[config.mk]
export PLATFORM = sky130hd
export DESIGN_NAME = wb_bram_arb_flat
export DESIGN_NICKNAME = d
export VERILOG_FILES = /design/src/rtl/bram_pkg.sv /design/src/rtl/wb_bram_arb_if.sv /design/src/rtl/wb_bram_arb_rr_arb2.sv /design/src/rtl/wb_bram_arb.sv /design/src/flat_wrapper.sv
export SDC_FILE = /design/constraint.sdc
export NUM_CORES = 1
export LEC_CHECK = 0
export BUFFER_PORTS_ARGS = -buffer_cell sky130_fd_sc_hd__buf_2
export CORE_AREA = 2 2 100 102
export DETAILED_ROUTE_END_ITERATION = 7
export DIE_AREA = 0 0 102 104
export PLACE_DENSITY = 0.47
export SETUP_SLACK_MARGIN = 0.02
export SYNTH_ARGS = -nofsm -noshare
export SYNTH_HDL_FRONTEND = slang
export SYNTH_SLANG_ARGS = --single-unit
[constraint.sdc]
create_clock -name clk -period 1.51 [get_ports clk]
set_input_delay 0.151 -clock clk [delete_from_list [all_inputs] [get_ports clk]]
set_output_delay 0.151 -clock clk [all_outputs]
set_load 0.02 [all_outputs]
[src/rtl/bram_pkg.sv]
// Shared BRAM definitions: read-latency modes and requester identifiers.
package bram_pkg;

  // Read latency modes for a BRAM with an optional output register.
  localparam int LOW_LATENCY      = 1;
  localparam int HIGH_PERFORMANCE = 2;

  // Number of Wishbone requesters sharing one BRAM port.
  localparam int NREQ = 2;

  typedef logic [0:0] req_id_t;

endpackage

[src/rtl/wb_bram_arb_if.sv]
// Two-requester Wishbone pipelined bus, packed per requester (slice i = requester i).
interface wb_bram_arb_if #(
  parameter int CFGAW = 32,
  parameter int CFGDW = 32
);
  logic [bram_pkg::NREQ-1:0]       s_cyc_i;
  logic [bram_pkg::NREQ-1:0]       s_stb_i;
  logic [bram_pkg::NREQ-1:0]       s_we_i;
  logic [bram_pkg::NREQ*CFGAW-1:0] s_addr_i;
  logic [bram_pkg::NREQ*CFGDW-1:0] s_data_i;
  logic [bram_pkg::NREQ-1:0]       s_ack_o;
  logic [bram_pkg::NREQ-1:0]       s_stall_o;
  logic [bram_pkg::NREQ*CFGDW-1:0] s_data_o;
  logic [bram_pkg::NREQ-1:0]       busy;

  modport slave (
    input  s_cyc_i, s_stb_i, s_we_i, s_addr_i, s_data_i,
    output s_ack_o, s_stall_o, s_data_o, busy
  );

  modport master (
    output s_cyc_i, s_stb_i, s_we_i, s_addr_i, s_data_i,
    input  s_ack_o, s_stall_o, s_data_o, busy
  );
endinterface

[src/rtl/wb_bram_arb_rr_arb2.sv]
// Two-input round-robin arbiter: combinational grant, registered priority pointer.
module rr_arb2
  import bram_pkg::*;
(
  input  logic            clk,
  input  logic            rst,
  input  logic [NREQ-1:0] req,
  output logic [NREQ-1:0] grant,
  output req_id_t         gid,
  output logic            gany
);

  req_id_t ptr;

  // Grant the lone requester, or the pointer's requester when both ask.
  always_comb begin
    grant = '0;
    gid   = ptr;
    gany  = |req;
    if (&req) begin
      grant[ptr] = 1'b1;
      gid        = ptr;
    end else if (req[0]) begin
      grant = 2'b01;
      gid   = 1'b0;
    end else if (req[1]) begin
      grant = 2'b10;
      gid   = 1'b1;
    end
  end

  // Hand priority to the loser after every contended cycle.
  always_ff @(posedge clk or posedge rst) begin
    if (rst) begin
      ptr <= '0;
    end else if (&req) begin
      ptr <= ~ptr;
    end
  end

endmodule

[src/rtl/wb_bram_arb.sv]
// Arbitrates two Wishbone pipelined requesters onto one BRAM port and
// routes read data / acks back using a tag pipeline matched to BRAM latency.
module wb_bram_arb
  import bram_pkg::*;
#(
  parameter int CFGAW       = 32,
  parameter int CFGDW       = 32,
  parameter int DW          = 18,
  parameter int DEPTH       = 1024,
  parameter int SIGN_EXTEND = 0,
  parameter int OREG        = HIGH_PERFORMANCE,
  localparam int BRAMAW     = $clog2(DEPTH)
) (
  input  logic              clk,
  input  logic              rst,
  wb_bram_arb_if.slave      wb,
  output logic              bram_en,
  output logic              bram_we,
  output logic [BRAMAW-1:0] bram_addr,
  output logic [DW-1:0]     bram_dout,
  input  logic [DW-1:0]     bram_din,
  output logic              bram_regce
);

  // Tag stage whose valid bit lines up with bram_din for the chosen latency.
  localparam int RSTG = (OREG == LOW_LATENCY) ? 0 : 1;

  logic [NREQ-1:0]  req;
  logic [NREQ-1:0]  grant;
  req_id_t          gid;
  logic             gany;
  logic [1:0]       tag_v;
  req_id_t          tag_id [2];
  logic             ret_v;
  req_id_t          ret_id;
  logic [NREQ-1:0]  dec;
  logic [1:0]       cnt [NREQ];
  logic [CFGDW-1:0] rdata;

  assign req = wb.s_cyc_i & wb.s_stb_i;

  rr_arb2 u_arb (
    .clk   (clk),
    .rst   (rst),
    .req   (req),
    .grant (grant),
    .gid   (gid),
    .gany  (gany)
  );

  assign wb.s_stall_o = req & ~grant;
  assign bram_regce   = 1'b1;

  // Steer the granted requester's beat onto the BRAM port.
  always_comb begin
    bram_en   = gany;
    bram_we   = 1'b0;
    bram_addr = '0;
    bram_dout = '0;
    if (gany) begin
      bram_we   = wb.s_we_i[gid];
      bram_addr = gid ? wb.s_addr_i[CFGAW +: BRAMAW] : wb.s_addr_i[BRAMAW-1:0];
      bram_dout = gid ? wb.s_data_i[CFGDW +: DW]     : wb.s_data_i[DW-1:0];
    end
  end

  // Tag pipeline shifts every cycle so each beat retires exactly when its data lands.
  always_ff @(posedge clk or posedge rst) begin
    if (rst) begin
      tag_v     <= '0;
      tag_id[0] <= '0;
      tag_id[1] <= '0;
    end else begin
      tag_v     <= {tag_v[0], gany};
      tag_id[0] <= gid;
      tag_id[1] <= tag_id[0];
    end
  end

  assign ret_v  = tag_v[RSTG];
  assign ret_id = tag_id[RSTG];

  // Ack the owner of the retiring tag unless it has abandoned the cycle.
  always_comb begin
    wb.s_ack_o = '0;
    dec        = '0;
    if (ret_v) begin
      wb.s_ack_o[ret_id] = wb.s_cyc_i[ret_id];
      dec[ret_id]        = 1'b1;
    end
  end

  // Outstanding-access counters; aborted beats still retire through dec.
  always_ff @(posedge clk or posedge rst) begin
    if (rst) begin
      for (int i = 0; i < NREQ; i++) cnt[i] <= '0;
    end else begin
      for (int i = 0; i < NREQ; i++) begin
        if (grant[i] && !dec[i]) begin
          cnt[i] <= cnt[i] + 2'd1;
        end else if (dec[i] && !grant[i]) begin
          cnt[i] <= cnt[i] - 2'd1;
        end
      end
    end
  end

  // Busy flags mirror the outstanding counters.
  always_comb begin
    wb.busy = '0;
    for (int i = 0; i < NREQ; i++) wb.busy[i] = (cnt[i] != 2'd0);
  end

  if (SIGN_EXTEND != 0 && DW < CFGDW) begin : g_sext
    assign rdata = {{(CFGDW-DW){bram_din[DW-1]}}, bram_din};
  end else if (DW < CFGDW) begin : g_zext
    assign rdata = {{(CFGDW-DW){1'b0}}, bram_din};
  end else begin : g_full
    assign rdata = bram_din;
  end

  assign wb.s_data_o = {NREQ{rdata}};

endmodule

[src/flat_wrapper.sv]
// flat-port wrapper written by rule: the top's interface ports become plain ports
module wb_bram_arb_flat import bram_pkg::*;
#(
  parameter int CFGAW       = 32,
  parameter int CFGDW       = 32,
  parameter int DW          = 18,
  parameter int DEPTH       = 1024,
  parameter int SIGN_EXTEND = 0,
  parameter int OREG        = HIGH_PERFORMANCE,
  localparam int BRAMAW     = $clog2(DEPTH)
)
  (clk, rst, bram_en, bram_we, bram_addr, bram_dout, bram_din, bram_regce, wb_s_cyc_i, wb_s_stb_i, wb_s_we_i, wb_s_addr_i, wb_s_data_i, wb_s_ack_o, wb_s_stall_o, wb_s_data_o, wb_busy);
  wb_bram_arb_if #(.CFGAW(CFGAW), .CFGDW(CFGDW)) wb_i ();
  input  logic clk;
  input  logic rst;
  output logic bram_en;
  output logic bram_we;
  output logic [BRAMAW-1:0] bram_addr;
  output logic [DW-1:0] bram_dout;
  input  logic [DW-1:0] bram_din;
  output logic bram_regce;
  input wire logic [$bits(wb_i.s_cyc_i)-1:0] wb_s_cyc_i;
  input wire logic [$bits(wb_i.s_stb_i)-1:0] wb_s_stb_i;
  input wire logic [$bits(wb_i.s_we_i)-1:0] wb_s_we_i;
  input wire logic [$bits(wb_i.s_addr_i)-1:0] wb_s_addr_i;
  input wire logic [$bits(wb_i.s_data_i)-1:0] wb_s_data_i;
  output wire logic [$bits(wb_i.s_ack_o)-1:0] wb_s_ack_o;
  output wire logic [$bits(wb_i.s_stall_o)-1:0] wb_s_stall_o;
  output wire logic [$bits(wb_i.s_data_o)-1:0] wb_s_data_o;
  output wire logic [$bits(wb_i.busy)-1:0] wb_busy;
  assign wb_i.s_cyc_i = wb_s_cyc_i;
  assign wb_i.s_stb_i = wb_s_stb_i;
  assign wb_i.s_we_i = wb_s_we_i;
  assign wb_i.s_addr_i = wb_s_addr_i;
  assign wb_i.s_data_i = wb_s_data_i;
  assign wb_s_ack_o = wb_i.s_ack_o;
  assign wb_s_stall_o = wb_i.s_stall_o;
  assign wb_s_data_o = wb_i.s_data_o;
  assign wb_busy = wb_i.busy;
  wb_bram_arb #(.CFGAW(CFGAW), .CFGDW(CFGDW), .DW(DW), .DEPTH(DEPTH), .SIGN_EXTEND(SIGN_EXTEND), .OREG(OREG)) u_core (.clk(clk), .rst(rst), .wb(wb_i), .bram_en(bram_en), .bram_we(bram_we), .bram_addr(bram_addr), .bram_dout(bram_dout), .bram_din(bram_din), .bram_regce(bram_regce));
endmodule
== Word level (Yosys, flattened, before mapping) ==
Index checks and enable logic that the tools add are counted.
Word-level totals
  word-level logic and storage cells: 61
  bits of input ports: 154
  output and inout bits: 101
  bits in registers: 9
Cells by class
  add/sub/neg operators: 4
  bitwise operators: 5
  reductions and logical operators: 16
  muxes and demuxes: 25
  magnitude comparators: 5
Operators by type and width (number)
  18-bit two-way mux: 2
  10-bit two-way mux: 2
  2-bit two-way mux: 9
  1-bit two-way mux: 10
  2-bit nonzero test: 4
  2-bit bitwise AND: 3
  1-bit logical AND: 6
  1-bit by 2-bit less-than comparator with 1-bit output (second input constant): 3
  2-bit by 1-bit adder with 2-bit output (second input constant): 2
  1-bit logical NOT: 4
  2-bit by 1-bit subtractor with 2-bit output (second input constant): 2
  1-bit demux with 1-bit select: 2
  1-bit greater-or-equal comparator (second input constant): 2
  2-bit inverter: 1
  2-bit AND reduction: 1
  2-bit OR reduction: 1
  1-bit inverter: 1

== Depth between registers and ports, before layout ==
  word-level depth: 9
  depth in mapped cells: 7
  gate-level depth less buffers: 6

== By module ==
Synthesis repeated with hierarchy kept, for this count alone.
Unflattened totals
  cell total of the unflattened synthesis: 170
  area, all modules: 1443.9 um^2
By module, submodules not included
  wb_bram_arb: times used 1, sequential area each 200.2 um^2, cells each 161, area each 1368.8 um^2
  rr_arb2: times used 1, sequential area each 25.0 um^2, cells each 9, area each 75.1 um^2

== Least setup slack after synthesis ==
No wires, ideal clock.
  path type: register to register
  start: register u_core.u_arb.ptr
  end: register u_core.cnt[1] (netlist bit)
  path slack: 0.043 ns
  stages on the path, launching flop included: 6
  buffers on the path: 1
  setup time: 0.079 ns
  required time: 1.431 ns
  arrival time: 1.388 ns
  period minus slack after synthesis: 1.467 ns
  cell sequence: dfrtp_1 > o21a_4 > buf_6 > ha_1 > nor2_1 > xor2_1
On the way
  word-level cells in the longest chain between the ends: 8
  elaborated cells on any way between the ends: 11
  classes of those cells: order compare (2); mux (4); reduce/logical (5)
Ends and longest elaborated chain
  start: declaration: RTL line wb_bram_arb_rr_arb2.sv:13  | req_id_t ptr;
  start signal: assignment: RTL line wb_bram_arb_rr_arb2.sv:37  | ptr <= ~ptr;
  1-bit by 2-bit less-than comparator with 1-bit output (not written as such) / 1-bit greater-or-equal comparator (equally long branches): RTL line wb_bram_arb_rr_arb2.sv:21  | grant[ptr] = 1'b1;
  1-bit logical AND (not written as such): RTL line wb_bram_arb_rr_arb2.sv:21
  1-bit two-way mux (not written as such): RTL line wb_bram_arb_rr_arb2.sv:21
  1-bit demux with 1-bit select *: RTL line wb_bram_arb_rr_arb2.sv:21
  2-bit two-way mux *: RTL line wb_bram_arb_rr_arb2.sv:20  | if (&req) begin
  1-bit logical NOT: RTL line wb_bram_arb.sv:101  | end else if (dec[i] && !grant[i]) begin
  1-bit logical AND: RTL line wb_bram_arb.sv:101
  2-bit nonzero test (no source line)
  end signal: indexed assignment: RTL line wb_bram_arb.sv:100  | cnt[i] <= cnt[i] + 2'd1;
  end signal: indexed assignment: RTL line wb_bram_arb.sv:102  | cnt[i] <= cnt[i] - 2'd1;
  end: declaration: RTL line wb_bram_arb.sv:37  | logic [1:0] cnt [NREQ];
Mark *: on every way between the ends. The rest lies on a longest branch, timed or not.
A chain may end at the register's enable or synchronous reset.

== Final worst setup path ==
  start: register u_core.u_arb.ptr
  end: output port bram_addr[9]
On the way
  word-level cells in the longest chain between the ends: 5
Ends and longest elaborated chain
  1-bit two-way mux: RTL line wb_bram_arb_rr_arb2.sv:26  | end else if (req[1]) begin
  1-bit two-way mux: RTL line wb_bram_arb_rr_arb2.sv:23  | end else if (req[0]) begin
  1-bit two-way mux *: RTL line wb_bram_arb_rr_arb2.sv:20
  10-bit two-way mux *: RTL line wb_bram_arb.sv:62  | bram_addr = gid ? wb.s_addr_i[CFGAW +: BRAMAW] : wb.s_addr_i[BRAMAW-1:0];
  10-bit two-way mux *: RTL line wb_bram_arb.sv:60  | if (gany) begin
  end: declaration: RTL line flat_wrapper.sv:18  | output logic [BRAMAW-1:0] bram_addr;
Marks and branches as above.

==> flow_metrics.py <==
metrics = {
    "sta": {
        "setup_violations": 18,
        "fin_skew_ns": 0.000194,
        "setup_tns_ns": -0.180,
        "slew_violations": 0,
        "rsz0062_at_grt": "yes",
        "fin_crit_ns": 1.54,
        "setup_slack_ns": -0.0256,
        "max_freq_mhz": 651,
        "fin_crit_sh_pct": 102,
        "finalHoldViolCount": 0,
    },
    "power_and_ir_drop": {
        "power.leakage_nw": 0.909,
        "power.density_nw_per_um2": 912,
        "peakVddDrop_mv": 0.252,
    },
    "worst_setup_path": {
        "worst_ep_arrival_time_ns": 1.38,
        "required_ns": 1.36,
        "worstSetupPathType": "reg2out",
        "cp_slowest_stage_delay_ns": 0.42,
        "end_kind": "primary output",
        "worstPathCellList": "o21a_4 > buf_12 > a22o_1 > buf_2",
        "start_kind": "register",
        "cp_slowest_cell": "dfrtp_1",
        "path_max_fanout": 20,
    },
    "die": {
        "initial_utilization_pct": 13.1,
        "die-area_um2": 10600,
        "dieHeight_um": 104,
        "row_count": 36,
        "core_um2": 9550,
        "fp.dieW_um": 102,
        "ios": 255,
    },
    "clock_network": {
        "clock-sinks": 9,
        "cts_made_buffers": 3,
        "clock-root-buffer": "clkbuf_8",
        "clk_pin_slew_ns": 0.04,
        "cts_buffer_depth": 2,
        "clock_latency_ns": 0.22,
        "cts-htree-levels": 1,
        "cts_tree": "done",
    },
    "synth": {
        "mappedNetlistArea_um2": 1250,
        "synthXorXnorAreaFrac_pct": 4.89,
        "synth-simple-area-share_pct": 6.18,
        "synth_fa_ha_area_share_pct": 2.79,
        "synth_flop_cell": "dfrtp_1",
        "synth_seq_cells": 9,
        "synth-edff-count": 0,
        "yosys-mux-area-fraction_pct": 0,
        "avgSynthCellArea_um2": 8.96,
        "synth_top_family_by_area": "buffers and inverters",
        "synthArstFlopShare_pct": 100,
        "ys_types": 21,
        "synth_compound_area_share_pct": 22.7,
        "syn_inst": 140,
        "synth_warnings": 0,
        "synth-seq-area-share_pct": 17.9,
    },
    "route": {
        "drtAntennaViolNets": 0,
        "drt_iter0_markers": 59,
        "firstDrtPassIters": 4,
        "vias": 1088,
        "drcViolationCount": 0,
        "wl_per_cell_um": 9.30,
        "totalWireLength_um": 3160,
        "viasPerCell": 3.20,
    },
    "status": {
        "outcome": "complete, but fails checks",
        "violations": "setup timing",
    },
    "global_route": {
        "grt_max_degree": 21,
        "grt_pass1_vias": 1002,
        "antenna_found_initial": 0,
        "grt_pass1_wl_um": 4550,
        "grt_usage_pct": 5.42,
        "grt_overflow": 0,
    },
    "placement": {
        "dp_hpwl_um": 2680,
        "port-buffer-count": 99,
        "place_congestion": 0.705,
    },
    "cells_and_area": {
        "finalNetCount": 364,
        "final_util_pct": 17.1,
        "drive_above_1_share_pct": 56.0,
        "diodes": 0,
        "layout_commonest_cell": "buf_2",
        "final_cell_mix": "95 x buf_2, 29 x a22o_1, 29 x conb_1",
        "area_growth_pct": 30.1,
    },
    "worst_hold_path": {
        "hold_path.class": "in2reg",
    },
    "job": {
        "maxCapViolations": 0,
    },
}
## per-stage QoR
stage	area, um2	power, W	setup slack, ns	instances	hold slack (ns)
floorplan	1360	0.00113	0.0432	167	-0.0211
global placement	1530	0.00119	0.157	333	0.127
detailed placement	1530	0.00120	0.144	333	0.131
CTS	1610	0.00149	-0.0396	340	0.246
global route	1630	0.00161	-0.0944	340	0.263
finish	1630	0.00149	-0.0256	340	0.238
## kinds of logic (layout without fill, tap and decap cells)
kind of cell             count (synthesis)  count (layout)
flip-flops                               9               9
AO/OA/AOI/OAI                           31              31
adder cells (fa/ha/maj)                  3               3
AND/OR/NAND/NOR                         15              15
buffers and inverters                   73             113
other                                    2              29
XOR/XNOR                                 7               7
## cell usage after synthesis (2+ instances only)
| master | n | share of area, % |
|---|---|---|
| or2_2 | 2 | 1.0 |
| ha_1 | 2 | 2.0 |
| conb_1 | 2 | 0.60 |
| a22o_1 | 29 | 20 |
| xnor2_1 | 2 | 1.4 |
| buf_4 | 65 | 39 |
| buf_6 | 6 | 5.4 |
| dfrtp_1 | 9 | 18 |
| inv_1 | 2 | 0.60 |
| xor2_1 | 5 | 3.5 |
| nand2_1 | 3 | 0.90 |
| nor2_1 | 4 | 1.2 |
## area by class of cell
class                      count  area, um2
inverter                       2       7.51
tap                          133        166
sequential                     9        225
multi-input combinational     85        581
timing repair buffer         107        608
clock buffer                   4       45.0
fill                        1093       7920
## state kept, by name, indices dropped and copies added, names as in the netlist
register and flops:
u_core.tag_v 2, u_core.u_arb.ptr 1, u_core.ret_id 1, u_core.cnt 4, u_core.tag_id 1
## critical path, delay by kind of cell (launching register included)
kind | cells | cell delay, ns
compound gates | 2 | 0.43
flops | 1 | 0.42
buf+inv | 2 | 0.31
## power by group
part / leakage (nW) / switching (W) / total (W) / internal [W]
registers: 0.106 / 0.0000768 / 0.000415 / 0.000339
clock network: 0.0228 / 0.0000829 / 0.000266 / 0.000183
logic: 0.781 / 0.000441 / 0.000808 / 0.000366
## worst paths after layout
kind	startpoint	endpoint	slack, ns	depth (start not counted)
min in group asynchronous	rst	u_core.tag_v[0]$_DFF_PP0_	0.43	3
worst min register to register	u_core.tag_v[0]$_DFF_PP0_	u_core.tag_v[1]$_DFF_PP0_	0.35	0
worst max-delay path	u_core.u_arb.ptr$_DFFE_PP0P_	bram_addr[9]	-0.03	4
worst max register to register	u_core.u_arb.ptr$_DFFE_PP0P_	u_core.cnt[1]$_DFFE_PP0P_	0.10	6
worst min-delay path	wb_s_stb_i[1]	u_core.tag_v[0]$_DFF_PP0_	0.24	3
max in group asynchronous	rst	u_core.cnt[3]$_DFFE_PP0P_	0.83	3
## per-layer routing
layer / vias to the layer above / wire [um] / global-route usage (%)
met5: - / 0 / 0
met4: 0 / 59 / 2.57
met3: 15 / 314 / 1.68
met2: 72 / 1600 / 9.68
met1: 482 / 1190 / 5.64
li1: 519 / - / -
## repair_timing
| item | in CTS | in global routing |
|---|---|---|
| endpoints found under the setup margin | 29 | 32 |
| pin swaps | 2 | 3 |
| setup buffers | 2 | 0 |
| hold buffers | 1 | 0 |
| endpoints found under the hold margin | 9 | 0 |
| gates resized for setup | 3 | 7 |
(Power assumes the default switching activity.)
